### config.mk
export PLATFORM = sky130hd
export DESIGN_NAME = bcd_chain_counter
export DESIGN_NICKNAME = d
export VERILOG_FILES = /design/src/rtl/stopwatch_pkg.sv /design/src/rtl/bcd_digit_cell.sv /design/src/rtl/bcd_chain_counter.sv
export SDC_FILE = /design/constraint.sdc
export NUM_CORES = 1
export LEC_CHECK = 0
export BUFFER_PORTS_ARGS = -buffer_cell sky130_fd_sc_hd__buf_2
export CORE_ASPECT_RATIO = 0.75
export CORE_UTILIZATION = 30
export DETAILED_ROUTE_END_ITERATION = 10
export PLACE_DENSITY_LB_ADDON = 0.3
export SLEW_MARGIN = 20
export SYNTH_ARGS = -nofsm -noshare
export SYNTH_HDL_FRONTEND = slang
export SYNTH_HIERARCHICAL = 1
export SYNTH_SLANG_ARGS = --single-unit
### constraint.sdc
create_clock -name clk -period 5.5 [get_ports clk]
set_input_delay 0.275 -clock clk [delete_from_list [all_inputs] [get_ports clk]]
set_output_delay 0.275 -clock clk [all_outputs]
set_load 0.02 [all_outputs]
### src/rtl/stopwatch_pkg.sv
// Shared BCD types and helpers for the stopwatch counter chain.
package stopwatch_pkg;

    typedef logic [3:0] bcd_t;

    localparam bcd_t BCD_MAX = 4'd9;

    // Limit a preset digit to the largest value its modulus allows.
    function automatic bcd_t bcd_clamp(input bcd_t value, input bcd_t mod);
        bcd_t top;
        top = 4'(mod - 4'd1);
        return (value >= mod) ? top : value;
    endfunction

endpackage

### src/rtl/bcd_digit_cell.sv
// One BCD digit with its own modulus: clamped load, up/down step, optional wrap.
module bcd_digit_cell
    import stopwatch_pkg::*;
#(
    parameter int unsigned MOD = 10
) (
    input  logic clk,
    input  logic reset,
    input  logic load,
    input  bcd_t load_digit,
    input  logic cnt_in,
    input  logic up_dn,
    input  logic wrap_en,
    output bcd_t digit,
    output logic is_zero,
    output logic is_max
);

    localparam bcd_t TOP = 4'(MOD - 1);

    if (MOD < 2 || MOD > 32'(BCD_MAX) + 1) begin : g_bad_mod
        $error("bcd_digit_cell: MOD must be within 2..10");
    end

    bcd_t digit_q, digit_d;
    logic is_zero_q, is_max_q;

    // wrap_en low means the chain is at its terminal value: an edge digit holds.
    always_comb begin
        digit_d = digit_q;
        if (load) begin
            digit_d = bcd_clamp(load_digit, 4'(MOD));
        end else if (cnt_in) begin
            if (up_dn) begin
                if (digit_q == TOP) begin
                    if (wrap_en) digit_d = '0;
                end else begin
                    digit_d = 4'(digit_q + 4'd1);
                end
            end else begin
                if (digit_q == '0) begin
                    if (wrap_en) digit_d = TOP;
                end else begin
                    digit_d = 4'(digit_q - 4'd1);
                end
            end
        end
    end

    // Flags are registered from the next value so they line up with digit_q.
    always_ff @(posedge clk) begin
        if (reset) begin
            digit_q   <= '0;
            is_zero_q <= 1'b1;
            is_max_q  <= (TOP == '0);
        end else begin
            digit_q   <= digit_d;
            is_zero_q <= (digit_d == '0);
            is_max_q  <= (digit_d == TOP);
        end
    end

    assign digit   = digit_q;
    assign is_zero = is_zero_q;
    assign is_max  = is_max_q;

endmodule

### src/rtl/bcd_chain_counter.sv
// Cascadable chain of per-digit-modulus BCD counters with wrap/saturate and rollover pulse.
module bcd_chain_counter
    import stopwatch_pkg::*;
#(
    parameter int unsigned               NUM_DIGITS = 4,
    parameter logic [4*NUM_DIGITS-1:0]   DIGIT_MOD  = 16'h6A6A
) (
    input  logic                        clk,
    input  logic                        reset,
    input  logic                        en,
    input  logic                        tick,
    input  logic                        up_dn,
    input  logic                        wrap_en,
    input  logic                        load,
    input  logic [4*NUM_DIGITS-1:0]     load_val,
    output logic [4*NUM_DIGITS-1:0]     digits,
    output logic                        carry_out,
    output logic                        at_zero,
    output logic                        at_max
);

    if (NUM_DIGITS < 1 || NUM_DIGITS > 8) begin : g_bad_width
        $error("bcd_chain_counter: NUM_DIGITS must be within 1..8");
    end

    logic [NUM_DIGITS:0]   up_chain;
    logic [NUM_DIGITS:0]   dn_chain;
    logic [NUM_DIGITS-1:0] is_zero;
    logic [NUM_DIGITS-1:0] is_max;
    logic [NUM_DIGITS-1:0] step;
    logic                  cnt;
    logic                  terminal;
    logic                  cell_wrap;
    logic                  carry_q, carry_d;

    assign cnt         = en & tick & ~load;
    assign up_chain[0] = 1'b1;
    assign dn_chain[0] = 1'b1;

    // Digit i steps when every lower digit sits at its rollover edge.
    for (genvar i = 0; i < NUM_DIGITS; i++) begin : g_digit
        assign up_chain[i+1] = up_chain[i] & is_max[i];
        assign dn_chain[i+1] = dn_chain[i] & is_zero[i];
        assign step[i]       = cnt & (up_dn ? up_chain[i] : dn_chain[i]);

        bcd_digit_cell #(
            .MOD (32'(DIGIT_MOD[4*i +: 4]))
        ) u_cell (
            .clk        (clk),
            .reset      (reset),
            .load       (load),
            .load_digit (load_val[4*i +: 4]),
            .cnt_in     (step[i]),
            .up_dn      (up_dn),
            .wrap_en    (cell_wrap),
            .digit      (digits[4*i +: 4]),
            .is_zero    (is_zero[i]),
            .is_max     (is_max[i])
        );
    end

    assign terminal  = up_dn ? up_chain[NUM_DIGITS] : dn_chain[NUM_DIGITS];
    assign cell_wrap = wrap_en | ~terminal;

    always_comb begin
        carry_d = cnt & terminal & wrap_en;
    end

    always_ff @(posedge clk) begin
        if (reset) carry_q <= 1'b0;
        else       carry_q <= carry_d;
    end

    assign carry_out = carry_q;
    assign at_zero   = dn_chain[NUM_DIGITS];
    assign at_max    = up_chain[NUM_DIGITS];

endmodule
== Word level (Yosys, flattened, before mapping) ==
Index checks and enable logic that the tools add are counted.

* Register bits: 25
* Output and inout bits: 19
* Logic and storage cells: 93

* Add/sub/neg operators: 8
* Order comparisons: 4
* Equal/unequal tests: 8
* Muxes and demuxes: 36
* Bitwise operators: 16
* Reduce and logical (&&, ||, !) cells: 8

{| class="wikitable"
|+ Operator list
! kind !! number
|-
| 4-bit two-way mux || 32
|-
| 4-bit logical NOT || 8
|-
| 4-bit by 1-bit adder with 4-bit output, second input constant || 4
|-
| 4-bit by 3-bit == test with 1-bit output, second input constant || 4
|-
| 4-bit == test, second input constant || 4
|-
| 4-bit by 1-bit subtractor with 4-bit output, second input constant || 4
|-
| 1-bit AND || 13
|-
| 4-bit by 3-bit >= comparator with 1-bit output, second input constant || 2
|-
| 4-bit >= comparator, second input constant || 2
|-
| 1-bit two-way mux || 4
|-
| 1-bit inverter || 2
|-
| 1-bit bitwise OR || 1
|}

== Depth between registers and ports, before layout ==
* Depth in word-level cells: 12
* Gate-level depth with buffers: 8
* Gate-level depth less buffers: 8

== Modules after synthesis ==
The synthesis kept the hierarchy.

{| class="wikitable"
|+ Modules (own cells, without submodules)
! module !! times used !! cells an instance !! area each (um^2) !! sequential area each (um^2)
|-
| bcd_digit_cell at g_digit[0].u_cell ... || 2 || 74 || 595.6 || 120.1
|-
| bcd_digit_cell at g_digit[1].u_cell ... || 2 || 66 || 548.0 || 120.1
|-
| bcd_chain_counter || 1 || 16 || 140.1 || 20.0
|}

== Least setup slack after synthesis ==
Ideal clock, no wire load.

* Path kind: register to register
* Start point: reg g_digit[2].u_cell.digit_q[0]
* End point: reg g_digit[2].u_cell.is_max_q
* Data arrival time: 2.007 ns
* Required time: 5.383 ns
* Slack: 3.376 ns
* Cell stages (with the launch flop): 8
* Path buffers: 0
* Period minus slack after synthesis: 2.124 ns
* Cell sequence: dfxtp_1 > inv_1 > ha_1 > nand3b_1 > a21o_1 > a2111o_1 > o311a_1 > and4bb_1

* Word-level cells in the longest chain between the ends: 6
* Elaborated cells on any way between the ends: 12
* Those cells by class: add/sub (2); eq/ne (2); mux (7); reduce/logical (1)

{| class="wikitable"
|+ RTL lines
! what !! line !! RTL
|-
| start: declaration || bcd_digit_cell.sv:25 || <nowiki>bcd_t digit_q, digit_d;</nowiki>
|-
| start signal: assignment || bcd_digit_cell.sv:57 || <nowiki>digit_q <= digit_d;</nowiki>
|-
| 4-bit by 1-bit subtractor with 4-bit output (tied with other cells) || bcd_digit_cell.sv:44 || <nowiki>digit_d = 4'(digit_q - 4'd1);</nowiki>
|-
| 4-bit two-way mux (on tied branches) || bcd_digit_cell.sv:41, bcd_digit_cell.sv:35 ||
|-
| 4-bit two-way mux || bcd_digit_cell.sv:34 || <nowiki>if (up_dn) begin</nowiki>
|-
| 4-bit two-way mux * || bcd_digit_cell.sv:33 || <nowiki>end else if (cnt_in) begin</nowiki>
|-
| 4-bit two-way mux * || bcd_digit_cell.sv:31 || <nowiki>if (load) begin</nowiki>
|-
| 4-bit == test * || bcd_digit_cell.sv:59 || <nowiki>is_max_q <= (digit_d == TOP);</nowiki>
|-
| end signal: assignment || bcd_digit_cell.sv:55 || <nowiki>is_max_q <= (TOP == '0);</nowiki>
|-
| end signal: assignment || bcd_digit_cell.sv:59 ||
|-
| end: declaration || bcd_digit_cell.sv:26 || <nowiki>logic is_zero_q, is_max_q;</nowiki>
|}

Every way passes the cells marked *; elsewhere a longest branch is shown, timed or not.
A chain may end at the register's enable or synchronous reset.

== Final worst setup path ==
* Start point: in up_dn
* End point: reg g_digit[0].u_cell.is_zero_q

* Word-level cells in the longest chain between the ends: 9
* Elaborated cells on any way between the ends: 11
* Those cells by class: mux (8); bitwise (2); reduce/logical (1)

{| class="wikitable"
|+ RTL lines
! what !! line !! RTL
|-
| start: declaration || bcd_chain_counter.sv:12 || <nowiki>input logic up_dn,</nowiki>
|-
| 1-bit two-way mux * || bcd_chain_counter.sv:62 || <nowiki>assign terminal = up_dn ? up_chain[NUM_DIGITS] : dn_chain[NUM_DIGITS];</nowiki>
|-
| 1-bit inverter * || bcd_chain_counter.sv:63 || <nowiki>assign cell_wrap = wrap_en | ~terminal;</nowiki>
|-
| 1-bit bitwise OR * || bcd_chain_counter.sv:63 ||
|-
| named net cell_wrap || bcd_chain_counter.sv:33 || <nowiki>logic cell_wrap;</nowiki>
|-
| 4-bit two-way mux (on tied branches) || bcd_digit_cell.sv:42, bcd_digit_cell.sv:36 ||
|-
| 4-bit two-way mux (on tied branches) || bcd_digit_cell.sv:41, bcd_digit_cell.sv:35 ||
|-
| 4-bit two-way mux * || bcd_digit_cell.sv:34 ||
|-
| 4-bit two-way mux * || bcd_digit_cell.sv:33 ||
|-
| 4-bit two-way mux * || bcd_digit_cell.sv:31 ||
|-
| 4-bit logical NOT * || bcd_digit_cell.sv:58 || <nowiki>is_zero_q <= (digit_d == '0);</nowiki>
|-
| end signal: assignment || bcd_digit_cell.sv:58 ||
|-
| end: declaration || bcd_digit_cell.sv:26 ||
|}

The timed path passes the listed nets; every way through them passes the cells marked *.

==> results.cfg <==
[global_routing]
grt_use_total_pct = 15.67
antenna_found_initial = 0
overflow = 0
grt_pass1_vias = 2150
grt_pass1_wl_um = 10700
grt_max_degree = 48

[cts]
ctsResizeCount = 0
cts_htree_levels = 1
clockBufferDepth = 2
worstSkewPairLatency_ns = 0.27
clk_pin_slew_ns = 0.09
post_cts_buffers = 0
cts_sinks = 25
cts_buffers = 3
postCtsHoldBufs = 0
root_buffer = clkbuf_8
cts_tree = built

[finish]
antenna_cells = 0
finalNetCount = 363
areaGrowthSynthToFinish_pct = 11.75
drive_gt1_share_pct = 20.49
post-route-util_pct = 34.57
fill_cells = 848

[drt]
dr.pass1.iters = 4
drc = 0
detail_route.vias_per_cell = 5.472
wl_per_cell_um = 14.85
drtIter0Drc = 135
drt-total-wl_um = 6414
via_count = 2364
ant_nets = 0

[critical_path]
cp_max_fo = 40
worst-setup-path-type = in -> reg
slowest_delay_ns = 0.55
cp_top_family = simple AND/OR/NAND/NOR gates
path_cells = buf_2 > mux2i_2 > or2_1 > and4b_1 > o21ai_0 > nand3b_1 > and2_1 > o41ai_2
critical-path-slowest-cell = buf_2
worstPathRequired_ns = 5.67
cp.arrival_ns = 2.71
cp-start-kind = input port
crit_path_end_kind = flop
reg2reg_depth = 8
path_depth = 8
critPathBufInv = 1

[sta]
report.final.hold_viol_count = 0
setup_viol = 0
post-route-period-util_pct = 46.10
worst_pin_slew_ns = 0.8151
min_period_ns = 2.536
rsz0062_at_grt = false
fin_setup_tns_ns = 0
fmaxAchievable_ghz = 0.3944
fin_skew_ns = 0.007037
slew_headroom_pct = 45.66
final-max-slew-violation-count = 0

[logic_synthesis]
yosysTopAreaCellShare_pct = 20.62
ys_top_cells_by_area = dfxtp_1 21%, ha_1 6.2%, nand3b_1 4.9%, nor2_1 4.2%, inv_1 3.9%
synth-edff-count = 0
synth-seq-cells = 25
synth_area_per_cell_um2 = 8.200
yosysMostFrequentCell = nor2_1
synth_ff_type = dfxtp_1
seq_area_frac_synth_pct = 20.62
synthDistinctLibCells = 61
async_flop_share_pct = 0
syn_inst = 296
synth_area_um2 = 2427
yosys.area.top_type = dfxtp_1
synth_fp_nets = 331
yosysWarningCount = 6
synth_commonest_cells = 27 x nor2_1, 25 x dfxtp_1, 25 x inv_1, 16 x nand2_1, 16 x nand3b_1

[power_and_ir_drop]
p_per_area_nw_per_um2 = 186.3
ir_worst_vdd_uv = 86.79
swShare_pct = 36.25
combPwrFrac_pct = 34.9
power_switching_uw = 183.2
leakage_uw = 0.001180
power.clock.fraction_pct = 21.6
internal_power_uw = 322.2
power_frac_seq_pct = 43.4

[place]
hpwlAfterDp_um = 4737
port_buffers = 41
routabilityCongestion = 0.8359

[die]
initial_core_util_pct = 30.93
die_h_um = 79.90
fp-row-count = 28
io_pins = 42
die_area_um2 = 8459
dieWidth_um = 105.9
fp.coreArea_um2 = 7848

[run_status]
status = completed

[worst_hold_path]
min_path_type = in -> reg
whs_path_depth = 2

[run]
maxCapViolations = 0
worst paths after layout:
| kind | end | from | slack [ns] |
|---|---|---|---|
| max reg2reg | g_digit[0].u_cell/is_zero | g_digit[3].u_cell/is_max | 3.14 |
| min reg2reg | carry_out | g_digit[3].u_cell/is_zero | 0.81 |
| min | carry_out | wrap_en | 0.32 |
| max | g_digit[0].u_cell/is_zero | up_dn | 2.96 |
power groups by stage:
stage,logic [uW],clock network (uW),registers (uW)
floorplan,127,0,222
global route,196,120,223
global placement,173,0,224
detailed placement,175,0,224
CTS,176,115,220
finish,176,109,220
through the flow:
stage	worst slack, ns	power (uW)	std cells	hold WS, ns	cell area [um^2]
floorplan	3.376	348.5	296	0.3464	2427
global placement	2.787	396.2	428	0.6069	2666
detailed placement	2.714	399.2	428	0.6179	2666
CTS	2.986	510.9	432	0.3191	2713
global route	2.737	539.0	432	0.3101	2713
finish	2.964	505.4	432	0.3179	2713
metal layers:
| metal | wire [um] | track usage [%] |
|---|---|---|
| met2 | 2814 | 24.90 |
| met3 | 281 | 2.694 |
| met1 | 3301 | 22.43 |
| met4 | 17 | 2.222 |
| met5 | 0 | 0 |
final cells by class:
class	count	area, um^2	area share (%)
Tap cell	105	131.4	4.843
Clock inverter	1	5.005	0.1845
Inverter	25	93.84	3.459
Timing Repair Buffer	41	205.2	7.565
Clock buffer	3	41.29	1.522
Sequential cell	25	500.5	18.45
Multi-Input combinational cell	232	1735	63.98
worst register-to-register path, stage by stage, from the launching register on:
cell,delay (ns)
dfxtp_1,0.32
and4_4,0.20
mux2i_2,0.19
or2_1,0.47
and4b_1,0.26
o21ai_0,0.17
nand3b_1,0.14
and2_1,0.17
o41ai_2,0.34
cell usage in the layout, fill, tap and decap left out, types with 3 or more instances in the layout:
master / count
buf_2: 41
nor2_1: 27
inv_1: 25
dfxtp_1: 25
nand3b_1: 16
nand2_1: 16
a21oi_1: 14
nand2b_1: 12
ha_1: 12
o21ai_0: 8
and2_1: 8
o311a_1: 8
a31oi_1: 6
nor3_1: 6
mux2i_1: 5
nand3_1: 5
nor3b_2: 4
and4b_1: 4
o31ai_1: 4
o211ai_1: 4
a211o_1: 4
clkbuf_8: 3
cells by family after synthesis:
logic type	count (synthesis)	synth area share (%)
simple gates	128	34.54
compound gates	84	27.42
buf+inv	39	7.886
flops	25	20.62
fa+ha+maj	12	6.185
mux	6	2.629
xor+xnor	2	0.7218
registers in the layout, indices dropped and copies added (netlist names):
register and count:
carry_out 1, g_digit.u_cell/digit 16, g_digit.u_cell/is_max 4, g_digit.u_cell/is_zero 4
Note: power is estimated with default switching activity, not from simulation.
